**src/rtl/loader_pkg.sv**
```systemverilog
// Shared definitions for the instruction-memory boot loader:
// loader state encoding and frame field widths.
package loader_pkg;

    localparam int LEN_WIDTH      = 16;
    localparam int BYTES_PER_WORD = 4;

    typedef enum logic [2:0] {
        LEN0 = 3'd0,
        LEN1 = 3'd1,
        DATA = 3'd2,
        CSUM = 3'd3,
        DONE = 3'd4,
        ERR  = 3'd5
    } load_state_t;

endpackage

```
**src/rtl/imem_loader_word_assembler.sv**
```systemverilog
// Collects bytes into little-endian 32-bit words. The first three bytes
// are buffered; the fourth byte is combined combinationally so the parent
// can register the finished word on the same edge that accepts that byte.
module word_assembler
    import loader_pkg::*;
(
    input  logic        clk,
    input  logic        rst,
    input  logic [7:0]  data_byte,
    input  logic        strobe,
    input  logic        clear,
    output logic [31:0] word,
    output logic        word_valid
);

    logic [1:0]  byte_idx;
    logic [23:0] low_bytes;

    assign word       = {data_byte, low_bytes};
    assign word_valid = strobe && !clear && (byte_idx == 2'(BYTES_PER_WORD - 1));

    // Track position within the word and hold the lower three bytes; clear wins over strobe
    always_ff @(posedge clk or posedge rst) begin
        if (rst) begin
            byte_idx  <= 2'd0;
            low_bytes <= 24'd0;
        end else if (clear) begin
            byte_idx  <= 2'd0;
            low_bytes <= 24'd0;
        end else if (strobe) begin
            case (byte_idx)
                2'd0:    low_bytes[7:0]   <= data_byte;
                2'd1:    low_bytes[15:8]  <= data_byte;
                2'd2:    low_bytes[23:16] <= data_byte;
                default: low_bytes        <= 24'd0;
            endcase
            byte_idx <= byte_idx + 2'd1;
        end
    end

endmodule

```
**src/rtl/imem_loader.sv**
```systemverilog
// Boot-time instruction memory loader. Parses a length-prefixed byte
// stream, writes little-endian words to the instruction memory starting at
// BASE_ADDR and holds the core in reset until the image is complete.
// Optional feature: define IMEM_LOADER_CHECKSUM_EN to require a trailing
// XOR checksum byte over the data bytes.
module imem_loader
    import loader_pkg::*;
#(
    parameter int ADDR_WIDTH = 10,
    parameter int BASE_ADDR  = 0
) (
    input  logic                  clk,
    input  logic                  rst,
    input  logic [7:0]            in_data,
    input  logic                  in_valid,
    output logic                  in_ready,
    output logic                  imem_we,
    output logic [ADDR_WIDTH-1:0] imem_addr,
    output logic [31:0]           imem_wdata,
    output logic                  core_rst,
    output logic                  load_done,
    output logic                  load_err
);

    // Number of words that fit between BASE_ADDR and the top of memory
    localparam logic [31:0] CAPACITY = 32'((1 << ADDR_WIDTH) - BASE_ADDR);
    localparam logic [ADDR_WIDTH-1:0] FIRST_ADDR = ADDR_WIDTH'(BASE_ADDR);

    load_state_t           state;
    logic [7:0]            len_lo;
    logic [LEN_WIDTH-1:0]  last_word;
    logic [LEN_WIDTH-1:0]  word_cnt;
    logic [ADDR_WIDTH-1:0] wr_addr;
    logic                  accept;
    logic [31:0]           req_words;
    logic [31:0]           word;
    logic                  word_valid;
`ifdef IMEM_LOADER_CHECKSUM_EN
    logic [7:0]            csum;
`endif

    assign accept    = in_valid && in_ready;
    assign req_words = {16'd0, in_data, len_lo};

    word_assembler u_word_assembler (
        .clk        (clk),
        .rst        (rst),
        .data_byte  (in_data),
        .strobe     (accept && (state == DATA)),
        .clear      (state != DATA),
        .word       (word),
        .word_valid (word_valid)
    );

    // Frame FSM with registered handshake, memory write and status outputs
    always_ff @(posedge clk or posedge rst) begin
        if (rst) begin
            state      <= LEN0;
            in_ready   <= 1'b1;
            imem_we    <= 1'b0;
            imem_addr  <= '0;
            imem_wdata <= 32'd0;
            core_rst   <= 1'b1;
            load_done  <= 1'b0;
            load_err   <= 1'b0;
            len_lo     <= 8'd0;
            last_word  <= '0;
            word_cnt   <= '0;
            wr_addr    <= FIRST_ADDR;
`ifdef IMEM_LOADER_CHECKSUM_EN
            csum       <= 8'd0;
`endif
        end else begin
            imem_we <= 1'b0;
            if (load_done) begin
                core_rst <= 1'b0;
            end
            case (state)
                LEN0: begin
                    if (accept) begin
                        len_lo <= in_data;
                        state  <= LEN1;
                    end
                end
                LEN1: begin
                    if (accept) begin
                        word_cnt <= '0;
                        wr_addr  <= FIRST_ADDR;
                        if (req_words > CAPACITY) begin
                            state    <= ERR;
                            in_ready <= 1'b0;
                            load_err <= 1'b1;
                        end else if (req_words == 32'd0) begin
`ifdef IMEM_LOADER_CHECKSUM_EN
                            state     <= CSUM;
`else
                            state     <= DONE;
                            in_ready  <= 1'b0;
                            load_done <= 1'b1;
`endif
                        end else begin
                            state     <= DATA;
                            last_word <= {in_data, len_lo} - 16'd1;
                        end
                    end
                end
                DATA: begin
                    if (accept) begin
`ifdef IMEM_LOADER_CHECKSUM_EN
                        csum <= csum ^ in_data;
`endif
                        if (word_valid) begin
                            imem_we    <= 1'b1;
                            imem_addr  <= wr_addr;
                            imem_wdata <= word;
                            wr_addr    <= wr_addr + ADDR_WIDTH'(1);
                            word_cnt   <= word_cnt + 16'd1;
                            if (word_cnt == last_word) begin
`ifdef IMEM_LOADER_CHECKSUM_EN
                                state     <= CSUM;
`else
                                state     <= DONE;
                                in_ready  <= 1'b0;
                                load_done <= 1'b1;
`endif
                            end
                        end
                    end
                end
`ifdef IMEM_LOADER_CHECKSUM_EN
                CSUM: begin
                    if (accept) begin
                        in_ready <= 1'b0;
                        if (in_data == csum) begin
                            state     <= DONE;
                            load_done <= 1'b1;
                        end else begin
                            state    <= ERR;
                            load_err <= 1'b1;
                        end
                    end
                end
`endif
                default: begin
                    in_ready <= 1'b0;
                end
            endcase
        end
    end

endmodule

```
**config.mk**
```make
export PLATFORM = sky130hd
export DESIGN_NAME = imem_loader
export DESIGN_NICKNAME = d
export VERILOG_FILES = /design/src/rtl/loader_pkg.sv /design/src/rtl/imem_loader_word_assembler.sv /design/src/rtl/imem_loader.sv
export SDC_FILE = /design/constraint.sdc
export NUM_CORES = 1
export LEC_CHECK = 0
export CORE_ASPECT_RATIO = 1.4
export CORE_MARGIN = 4
export CORE_UTILIZATION = 61
export CTS_CLUSTER_DIAMETER = 200
export DETAILED_ROUTE_END_ITERATION = 10
export GPL_TIMING_DRIVEN = 0
export PLACE_DENSITY = 0.85
export SLEW_MARGIN = 10
export SYNTH_ARGS = -nofsm -noshare
export SYNTH_HDL_FRONTEND = slang
export SYNTH_SLANG_ARGS = --single-unit
```
**constraint.sdc**
```tcl
create_clock -name clk -period 7.6 [get_ports clk]
set_clock_uncertainty 0.15 [all_clocks]
set_input_delay 1.52 -clock clk [delete_from_list [all_inputs] [get_ports clk]]
set_output_delay 1.52 -clock clk [all_outputs]
set_load 0.05 [all_outputs]
```
==> summary.txt, run 1 <==
Run status
  – Status: finished, final reports clean

Timing
  – Crit path time final: 3.638 ns
  – Final hold violations: 0
  – Fin Setup TNS: 0 ns
  – Worst relative slew slack: 0.3715
  – FMAX: 274.9 MHz
  – Final Cycle Share: 0.4787
  – Final setup viols: 0
  – Worst hold slack: 0.3061 ns
  – Least-Margin Pin Slew: 0.9350 ns
  – RSZ-0062 raised after global routing: no
  – Max Transition Viols Final: 0

Finish
  – Ant. Diodes: 0
  – Final std cells w/o fill: 695
  – Most frequent cells in the layout: 124 x dfrtp_1, 55 x clkdlybuf4s50_1, 50 x nand2_1, 50 x mux2_2, 44 x nand3_1
  – Layout Nets: 593
  – Commonest non-fill, non-tap cell in the layout: dfrtp_1
  – Area grow syn2layout: 24.26%
  – Layout cells sized above 1: 0.1854
  – Fillcell total: 516

Synth
  – Sequential share of the synthesized area: 0.5624
  – FF+latch count, synth: 126
  – Syn_area_per_cell: 11.22 um2
  – Synth top area share: 0.5531
  – Ys flop type: dfrtp_1
  – Dominant cells by area after synthesis: dfrtp_1 55%, mux2_2 10%, xor2_1 4.8%
  – Syn Inst Count: 500
  – Async S/R FF share, synth: 1.000
  – Synth Warn #: 0
  – Distinct cells, synth: 46
  – Number of synthesized flops with an enable pin: 0
  – Area of the mapped netlist: 0.005610 mm2
  – Dominant cell type by area after synthesis: dfrtp_1
  – Post-Syn Nets: 518

Power
  – PnR Total Power: 2712 uW
  – PwrDens: 389.1 mW/mm2
  – Peak supply drop: 302.0 uV
  – Leakage: 0.003197 uW

GRT
  – Initial antenna violation count: 0
  – GRT Total Usage: 0.2734
  – Largest net degree at the start of global routing: 74
  – Number of global-route vias before repair: 4,521
  – First-pass GRT wire length: 22.22 mm
  – Congestion Overflow GR: 0

Run
  – Max-cap viol count: 0

Placed design
  – HPWL after DPL: 8.928 mm
  – PortBufs: 55
  – GPL Wtd Cong: 0.8626
  – Placed insts: 663

Critical path
  – Critical path startpoint category: input pin
  – Crit path max-delay family: simple AND/OR/NAND/NOR gates
  – WP buf/inv: 2
  – Crit path max fanout: 10
  – Worst path cell trace: clkdlybuf4s50_1, nand3b_1, nor2_1, nand4_1, buf_2, nand2_1, o21ai_0
  – Reg-to-Reg End: imem_addr[1]
  – Crit path DAT: 3.76 ns
  – R2r setup slk: 4.85 ns
  – Critical Path RT: 7.73 ns
  – WP depth: 7
  – CP max stage delay: 0.63 ns
  – Crit path capture type: flip-flop
  – RR Startpoint: state[0]
  – FF-to-FF path depth: 6
  – Critical path class: in -> reg
  – Slowest CP cell: nor2_1

Worst hold path
  – Worst hold stages: 1
  – Hold Crit Endpoint: core_rst
  – Hold Path Class: reg -> reg
  – Hold path startpoint: load_done

Clock tree
  – CTS tree: yes
  – Worst-path clk slew: 0.06 ns
  – Clock sink total: 126
  – TritonCTS Buffers: 17
  – Root Driver: clkbuf_16
  – Post-CTS Hold Buffers: 0
  – Worst-skew pair later-pin latency: 0.41 ns
  – H-Tree Depth: 4
  – CTS max path bufs: 2
  – Post-CTS setup buffers: 0
  – Post-CTS Resized: 0

Detailed routing
  – DRT Pass-1 Iters: 5
  – Drt via density: 5.999
  – Vias: 4,169
  – DR iter-0 viols: 261
  – DRC viols: 0
  – ANT nets after route: 0
  – WL per Instance: 19.24 um
  – Final Routed Wirelength: 13.37 mm

Floorplanning
  – I/O pin total: 58
  – Die width: 89.05 um
  – CORE AREA: 0.008977 mm2
  – Number of cell rows: 41
  – Die area: 0.01082 mm2
  – Die Y: 121.5 um
  – Initial core utilization: 0.6249
[cell families (layout without fill, tap and decap cells)]
kind of cell | count (synthesis) | after routing | share of synthesized area
simple gates | 177 | 177 | 0.1552
flops | 126 | 126 | 0.5624
compound gates | 60 | 60 | 0.06757
mux | 50 | 50 | 0.1004
xor+xnor | 46 | 46 | 0.07181
buf+inv | 34 | 122 | 0.02698
fa+ha+maj | 7 | 7 | 0.01561
[worst register-to-register path: stages, from the launching register on]
cell	delay [ns]
dfrtp_1	0.38
clkbuf_1	0.22
or3_1	0.39
clkbuf_1	0.25
nor2_2	0.50
buf_2	0.36
mux2_2	0.39
[synth_stat cells, types with 3 or more instances]
master and number:
xnor2_1 15, nand3b_1 3, or2_2 3, xor2_1 31
and2_1 3, nor3_1 6, mux2_2 50, nor2_1 35
dfrtp_1 124, o21ai_0 13, and3_1 4, nand4_1 7
nand3_1 44, a2111oi_2 3, clkbuf_1 14, buf_1 3
a21o_1 3, nand2_1 50, or3_1 4, ha_1 7
nor4_1 6, o21a_1 3, buf_2 6, a21oi_1 28
inv_1 8
[flip-flops by register name (all words and copies together), names as in the netlist]
signal	count
wr_addr	10
u_word_assembler.low_bytes	24
word_cnt	16
len_lo	8
load_done	1
imem_wdata	32
imem_addr	10
load_err	1
last_word	16
u_word_assembler.byte_idx	2
state	3
imem_we	1
core_rst	1
in_ready	1
[through the flow]
step	area (um2)	util	setup slack (ns)
final	6972	0.7766	3.962
after global routing	6972	0.7766	3.833
after CTS	6972	0.7766	4.022
after detailed placement	6327	0.7048	3.657
after global placement	6295	0.7012	1.047
after floorplan	5610	-	2.577
[how the worst max path moves through the flow]
stage / to / slack, ns / start
global placement: imem_addr[7] / 1.05 / rst
global route: last_word[2] / 3.83 / in_valid
floorplan: imem_addr[0] / 2.58 / rst
CTS: last_word[2] / 4.02 / in_valid
finish: last_word[2] / 3.96 / in_valid
detailed placement: last_word[6] / 3.66 / in_valid
[metal layers]
layer  up-vias  GRT usage  share of wire
li1       1894          -              -
met1      2078     0.3226           0.38
met2       150     0.4512           0.53
met3        47    0.06590          0.046
met4         0     0.1499          0.043
met5         -          0              0
[power breakdown]
| part | internal [uW] | switching, uW | total, uW |
|---|---|---|---|
| Clock | 580 | 298 | 877 |
| Sequential | 840 | 123 | 963 |
| Combinational | 316 | 555 | 872 |
[layout make-up]
cell class,count,area [um2],area share
multi-input cells,340,2303,0.3304
repair buffers,56,578.1,0.08291
inverters,8,35.03,0.005025
clock inverters,15,219.0,0.03141
plain buffers,26,121.4,0.01741
clock buffers,17,425.4,0.06102
flip-flops and latches,126,3156,0.4526
well taps,107,133.9,0.01920
No activity file was read; power rests on OpenSTA's default activity.
==> run 2: changes to the inputs <==
--- a/config.mk
+++ b/config.mk
@@ -7,11 +7,11 @@
 export LEC_CHECK = 0
 export CORE_ASPECT_RATIO = 1.4
 export CORE_MARGIN = 4
-export CORE_UTILIZATION = 61
+export CORE_UTILIZATION = 57
 export CTS_CLUSTER_DIAMETER = 200
 export DETAILED_ROUTE_END_ITERATION = 10
 export GPL_TIMING_DRIVEN = 0
-export PLACE_DENSITY = 0.85
+export PLACE_DENSITY = 0.8
 export SLEW_MARGIN = 10
 export SYNTH_ARGS = -nofsm -noshare
 export SYNTH_HDL_FRONTEND = slang
==> constraint.sdc (replaced) <==
create_clock -name clk -period 3.6 [get_ports clk]
set_clock_uncertainty 0.15 [all_clocks]
set_input_delay 0.72 -clock clk [delete_from_list [all_inputs] [get_ports clk]]
set_output_delay 0.72 -clock clk [all_outputs]
set_load 0.05 [all_outputs]
==> run 2 against run 1 <==
- combinational power up 110%
- routed wire length shrank 1.3%
- worst hold slack got worse by 0.0098 ns
- non-clock buffer count grew 2
- die area rose by 6.5%
- count of clock-buffer cells in the layout rose by 2
- core utilization decreased by 4.2 points
- sequential cell count unchanged
- cell count grew 3.9%
- register-to-register slack lost 4.0 ns
- clock power up 92%
- global-route usage is 2.3 points lower
==> summary.txt, run 2 (same netlist as run 1, synthesis figures left out) <==
Power
  – PwrDens: 796.0 mW/mm2 (was 389.1 mW/mm2)
  – P_int: 3495 uW (was 1736 uW)
  – Part of the power in registers: 0.365 (was 0.355)
  – Comb power frac: 0.332 (was 0.321)
  – Net Sw Frac: 0.3713 (was 0.3599)
  – Peak supply drop: 685.9 uV (was 302.0 uV)
  – Clk network pwr share: 0.303 (was 0.323)
  – P_sw: 2064 uW (was 976.2 uW)
  – Leakage: 0.003180 uW (was 0.003197 uW)

Clock tree
  – Post-CTS Resized: 0 (unchanged)
  – Post-CTS setup buffers: 0 (unchanged)
  – Worst-path clk slew: 0.05 ns (was 0.06 ns)
  – TritonCTS Buffers: 17 (unchanged)
  – Root Driver: clkbuf_16 (unchanged)
  – Post-CTS Hold Buffers: 0 (unchanged)
  – CTS max path bufs: 2 (unchanged)
  – Clock sink total: 126 (unchanged)
  – Worst-skew pair later-pin latency: 0.42 ns (was 0.41 ns)
  – H-Tree Depth: 4 (unchanged)
  – CTS tree: yes (unchanged)

Finish
  – Final std cells w/o fill: 722 (was 695)
  – Register Area: 0.003156 mm2 (unchanged)
  – Ant. Diodes: 0 (unchanged)
  – Top reg by flops: imem_wdata (unchanged)
  – Area grow syn2layout: 24.46% (was 24.26%)
  – Most frequent cells in the layout: 124 x dfrtp_1, 55 x clkdlybuf4s50_1, 50 x nand2_1, 50 x mux2_2, 44 x nand3_1 (unchanged)
  – Layout Nets: 595 (was 593)
  – Layout cells sized above 1: 0.1881 (was 0.1854)
  – Fillcell total: 649 (was 516)
  – Max FFs per register: 32 (unchanged)
  – Commonest non-fill, non-tap cell in the layout: dfrtp_1 (unchanged)
  – Largest registers: imem_wdata (32), u_word_assembler.low_bytes (24) (unchanged)
  – Area of the multi-input gates: 0.002303 mm2 (unchanged)

Worst hold path
  – Worst hold stages: 1 (unchanged)
  – Hold path startpoint: load_done (unchanged)
  – Hold Path Class: reg -> reg (unchanged)
  – Hold Crit Endpoint: core_rst (unchanged)

Detailed routing
  – ANT nets after route: 0 (unchanged)
  – WL per Instance: 18.28 um (was 19.24 um)
  – DR iter-0 viols: 333 (was 261)
  – Final Routed Wirelength: 13.20 mm (was 13.37 mm)
  – DRC viols: 0 (unchanged)
  – Drt via density: 5.749 (was 5.999)
  – DRT Pass-1 Iters: 5 (unchanged)
  – Vias: 4,151 (was 4,169)

GRT
  – Congestion Overflow GR: 0 (unchanged)
  – Initial antenna violation count: 0 (unchanged)
  – First-pass GRT wire length: 22.51 mm (was 22.22 mm)
  – Number of global-route vias before repair: 4,532 (was 4,521)
  – GRT Total Usage: 0.2505 (was 0.2734)
  – Largest net degree at the start of global routing: 42 (was 74)

Critical path
  – Critical Path Start: in_valid (unchanged)
  – Critical path startpoint category: input pin (unchanged)
  – Critical path class: in -> reg (unchanged)
  – Crit path DAT: 2.97 ns (was 3.76 ns)
  – FF-to-FF path depth: 6 (unchanged)
  – R2r setup slk: 0.83 ns (was 4.85 ns)
  – Critical Path RT: 3.74 ns (was 7.73 ns)
  – Reg-to-Reg End: imem_addr[9] (was imem_addr[1])
  – RR Startpoint: state[0] (unchanged)
  – Crit path capture type: flip-flop (unchanged)
  – Crit path max fanout: 10 (unchanged)

Timing
  – Max Transition Viols Final: 0 (unchanged)
  – RSZ-0062 raised after global routing: no (unchanged)
  – Final Cycle Share: 0.7860
  – Worst hold slack: 0.2963 ns (was 0.3061 ns)
  – Crit path time final: 2.830 ns
  – Least-Margin Pin Slew: 0.9627 ns (was 0.9350 ns)
  – Worst relative slew slack: 0.3532 (was 0.3715)
  – Fin Setup TNS: 0 ns (unchanged)
  – Final setup viols: 0 (unchanged)
  – FMAX: 353.4 MHz
  – Final hold violations: 0 (unchanged)

Floorplanning
  – Die Y: 125.4 um (was 121.5 um)
  – CORE AREA: 0.009512 mm2 (was 0.008977 mm2)
  – Number of cell rows: 42 (was 41)
  – Die width: 91.85 um (was 89.05 um)
  – Die area: 0.01152 mm2 (was 0.01082 mm2)
  – Initial core utilization: 0.5898 (was 0.6249)
  – I/O pin total: 58 (unchanged)

Run status
  – Status: finished, final reports clean (unchanged)

Placed design
  – Placed insts: 690 (was 663)
  – PortBufs: 55 (unchanged)
  – HPWL after DPL: 8.945 mm (was 8.928 mm)
  – GPL Wtd Cong: 0.8718 (was 0.8626)

Run
  – Max-cap viol count: 0 (unchanged)
## run 2: cell count changes in the layout (fill, tap and decap cells not counted), sizes merged
cell / before / now
buf: 12 / 14
clkinvlp: 6 / 8
clkbuf: 32 / 34
inv: 9 / 8
bufinv: 5 / 2
## run 2: routing by layer
| layer | GRT usage | up-vias | wire [um] |
|---|---|---|---|
| li1 | - | 1892 | - |
| met1 | 0.2742 | 2062 | 4838 |
| met3 | 0.06070 | 45 | 596 |
| met2 | 0.4389 | 152 | 7169 |
| met4 | 0.1426 | 0 | 591 |
| met5 | 0 | - | 0 |
## run 2: worst max path at each step
| stage | endpoint | cells after the start |
|---|---|---|
| 4_1_cts | last_word[2] | 7 |
| 3_3_place_gp | imem_wdata[23] | 2 |
| 6_report | last_word[2] | 7 |
| 5_1_grt | last_word[0] | 7 |
| 3_5_place_dp | last_word[10] | 6 |
| 2_1_floorplan | imem_addr[0] | 1 |
## run 2: area by class of cell
| type | instances | share of cell area |
|---|---|---|
| plain buffers | 26 | 0.01738 |
| clock buffers | 19 | 0.06486 |
| clock inverters | 13 | 0.02007 |
| inverters | 8 | 0.004838 |
| multi-input cells | 340 | 0.3299 |
| flip-flops and latches | 126 | 0.4519 |
| well taps | 132 | 0.02365 |
| repair buffers | 58 | 0.08744 |
## run 2: worst max-delay path, stage by stage
cell	delay (ns)
clkdlybuf4s50_1	0.61
nand3b_1	0.31
nor2_1	0.62
nand4_1	0.27
buf_2	0.26
nand2_1	0.10
o21ai_0	0.08
## run 2: power by group through the flow
stage	clock [uW]	sequential (uW)	combinational, uW
2_1_floorplan	0	2570	675
3_3_place_gp	0	2030	1770
3_5_place_dp	0	2040	1830
4_1_cts	1700	2030	1850
5_1_grt	1770	2070	1970
6_report	1680	2030	1840
## run 2: through the flow
step	area, um2	total power [uW]	setup slack, ns	util
6_report	6983	5558	0.7703	0.7341
5_1_grt	6983	5803	0.5191	0.7341
4_1_cts	6983	5582	0.7746	0.7341
3_5_place_dp	6390	3865	0.4088	0.6718
3_3_place_gp	6330	3798	0.1271	0.6655
2_1_floorplan	5614	3246	1.178	-
==> run 3: changes to the inputs <==
--- a/config.mk
+++ b/config.mk
@@ -7,11 +7,11 @@
 export LEC_CHECK = 0
 export CORE_ASPECT_RATIO = 1.4
 export CORE_MARGIN = 4
-export CORE_UTILIZATION = 57
+export CORE_UTILIZATION = 51
 export CTS_CLUSTER_DIAMETER = 200
 export DETAILED_ROUTE_END_ITERATION = 10
 export GPL_TIMING_DRIVEN = 0
-export PLACE_DENSITY = 0.8
+export PLACE_DENSITY = 0.76
 export SLEW_MARGIN = 10
 export SYNTH_ARGS = -nofsm -noshare
 export SYNTH_HDL_FRONTEND = slang
==> constraint.sdc (replaced) <==
create_clock -name clk -period 2.6 [get_ports clk]
set_clock_uncertainty 0.15 [all_clocks]
set_input_delay 0.52 -clock clk [delete_from_list [all_inputs] [get_ports clk]]
set_output_delay 0.52 -clock clk [all_outputs]
set_load 0.05 [all_outputs]
==> run 3 against run 2 <==
- routed wire length fell by 2.9%
- sequential power rose by 37%
- critical endpoint is now wr_addr[6]
- worst hold slack improved by 0.0045 ns
- first-iteration DRC count shrank 30%
- count of clock-buffer cells in the layout shrank 2
- core utilization fell by 7.7 points
- register-to-register slack lost 0.74 ns
- setup slack worse by 0.70 ns
- critical path type unchanged
==> summary.txt, run 3 (same netlist as run 1, synthesis figures left out) <==
Timing
  – Final hold violations: 0 (unchanged)
  – Max Transition Viols Final: 0 (unchanged)
  – RSZ-0062 raised after global routing: yes (was no)
  – FMAX: 395.2 MHz
  – Final Cycle Share: 0.9731
  – Crit path time final: 2.530 ns
  – Worst relative slew slack: 0.3860 (was 0.3532)
  – Least-Margin Pin Slew: 0.9134 ns (was 0.9627 ns)
  – Setup ws final: 0.06986 ns (was 0.7703 ns)
  – Fin Setup TNS: 0 ns (unchanged)
  – Final setup viols: 0 (unchanged)

Detailed routing
  – DRT Pass-1 Iters: 7 (was 5)
  – Final Routed Wirelength: 12.82 mm (was 13.20 mm)
  – WL per Instance: 17.51 um (was 18.28 um)
  – DRC viols: 0 (unchanged)
  – Vias: 4,144 (was 4,151)
  – DR iter-0 viols: 232 (was 333)
  – Drt via density: 5.661 (was 5.749)
  – ANT nets after route: 0 (unchanged)

Power
  – P_int: 4912 uW (was 3495 uW)
  – Clk network pwr share: 0.312 (was 0.303)
  – Leakage: 0.003208 uW (was 0.003180 uW)
  – Part of the power in registers: 0.359 (was 0.365)
  – Comb power frac: 0.329 (was 0.332)
  – Peak supply drop: 763.8 uV (was 685.9 uV)
  – PwrDens: 1094 mW/mm2 (was 796.0 mW/mm2)
  – Net Sw Frac: 0.3682 (was 0.3713)
  – P_sw: 2863 uW (was 2064 uW)

Clock tree
  – TritonCTS Buffers: 17 (unchanged)
  – Clock sink total: 126 (unchanged)
  – H-Tree Depth: 4 (unchanged)
  – CTS tree: yes (unchanged)
  – CTS max path bufs: 2 (unchanged)
  – Worst-skew pair later-pin latency: 0.41 ns (was 0.42 ns)
  – Post-CTS Hold Buffers: 0 (unchanged)
  – Root Driver: clkbuf_16 (unchanged)
  – Worst-path clk slew: 0.06 ns (was 0.05 ns)

Finish
  – Ant. Diodes: 0 (unchanged)
  – Most frequent cells in the layout: 124 x dfrtp_1, 55 x clkdlybuf4s50_1, 50 x nand2_1, 50 x mux2_2, 44 x nand3_1 (unchanged)
  – Area grow syn2layout: 26.65% (was 24.46%)
  – Commonest non-fill, non-tap cell in the layout: dfrtp_1 (unchanged)
  – Top reg by flops: imem_wdata (unchanged)
  – Largest registers: imem_wdata (32), u_word_assembler.low_bytes (24) (unchanged)
  – Max FFs per register: 32 (unchanged)
  – Layout cells sized above 1: 0.1946 (was 0.1881)
  – Layout Nets: 596 (was 595)

GRT
  – Congestion Overflow GR: 0 (unchanged)
  – Initial antenna violation count: 0 (unchanged)
  – First-pass GRT wire length: 21.20 mm (was 22.51 mm)
  – Largest net degree at the start of global routing: 40 (was 42)
  – Number of global-route vias before repair: 4,312 (was 4,532)
  – GRT Total Usage: 0.2081 (was 0.2505)

Floorplanning
  – Die width: 96.65 um (was 91.85 um)
  – Number of cell rows: 45 (was 42)
  – Initial core utilization: 0.5190 (was 0.5898)
  – I/O pin total: 58 (unchanged)
  – Die area: 0.01277 mm2 (was 0.01152 mm2)
  – CORE AREA: 0.01081 mm2 (was 0.009512 mm2)
  – Die Y: 132.1 um (was 125.4 um)

Run
  – Max-cap viol count: 0 (unchanged)

Worst hold path
  – Hold Path Class: reg -> reg (unchanged)

Critical path
  – Critical Path RT: 2.73 ns (was 3.74 ns)
  – Crit path DAT: 2.66 ns (was 2.97 ns)
  – Crit path capture type: flip-flop (unchanged)
  – Critical path class: in -> reg (unchanged)
  – Critical path startpoint category: input pin (unchanged)
  – Crit path max fanout: 7 (was 10)

Run status
  – Status: finished, final reports clean (unchanged)

Placed design
  – GPL Wtd Cong: 0.8492 (was 0.8718)
  – PortBufs: 55 (unchanged)
  – Dpl ws: -0.4003 ns (was 0.4088 ns)
  – HPWL after DPL: 8.835 mm (was 8.945 mm)
run 3: cell types whose count changed in the layout (fill, tap and decap cells not counted), moves of 2 or more:
cell | before | now
a2111oi_2 | 3 | 0
a2111oi_4 | 0 | 3
buf_6 | 2 | 4
clkbuf_8 | 2 | 0
clkinv_4 | 1 | 4
clkinvlp_4 | 8 | 4
inv_6 | 1 | 4
nor2_4 | 0 | 2
run 3: per-stage QoR:
stage               utilization  hold WS, ns  power, uW  std cells  instance area [um2]
floorplan                     -       0.3096       4494        500                 5614
global placement         0.5866       0.2971       5260        696                 6341
detailed placement       0.5921       0.2990       5340        699                 6401
CTS                      0.6495       0.3065       7792        731                 7022
global route             0.6573       0.3344       8121        732                 7106
finish                   0.6573       0.3008       7775        732                 7106
run 3: final cells by class:
| cell class | instances | area, um2 |
|---|---|---|
| plain buffers | 26 | 133.9 |
| repair buffers | 59 | 618.1 |
| clock buffers | 17 | 425.4 |
| fillers | 816 | 3705 |
| clock inverters | 15 | 187.7 |
| multi-input cells | 340 | 2375 |
| inverters | 8 | 33.78 |
| flip-flops and latches | 126 | 3156 |
| well taps | 141 | 176.4 |
run 3: repair_timing:
action	CTS	global route
pin swaps	0	1
gates resized for setup	2	15
endpoints found under the setup margin	38	57
setup buffers	0	1
run 3: per-layer routing:
metal / up-vias / global-route usage / routed length, um
li1: 1898 / - / -
met2: 134 / 0.3698 / 6950
met5: - / 0 / 0
met1: 2083 / 0.2315 / 4900
met3: 29 / 0.05823 / 635
met4: 0 / 0.09055 / 329
run 3: power groups by stage:
stage | Clock, uW | Combinational [uW] | Sequential, uW
after detailed placement | 0 | 2510 | 2830
after global routing | 2540 | 2730 | 2860
final | 2430 | 2550 | 2790
after CTS | 2450 | 2540 | 2800
after floorplan | 0 | 934 | 3560
after global placement | 0 | 2450 | 2810
run 3: path summary, 6_finish.rpt:
| path | start | end | cells after the start | slack [ns] |
|---|---|---|---|---|
| worst max-delay path | in_valid | wr_addr[6] | 6 | 0.07 |
| worst min-delay path | load_done | core_rst | 1 | 0.30 |
| worst max register to register | len_lo[1] | last_word[2] | 8 | 0.09 |
| worst min register to register | load_done | core_rst | 1 | 0.30 |
| max in group asynchronous | rst | in_ready | 3 | 1.32 |
| min in group asynchronous | rst | word_cnt[4] | 2 | 0.36 |
run 3: worst max-delay path, stage by stage:
cell and delay (ns):
clkdlybuf4s50_1 0.60, nand3b_1 0.43, a21oi_1 0.63, nand4_1 0.20
xor2_1 0.21, nor2_1 0.06
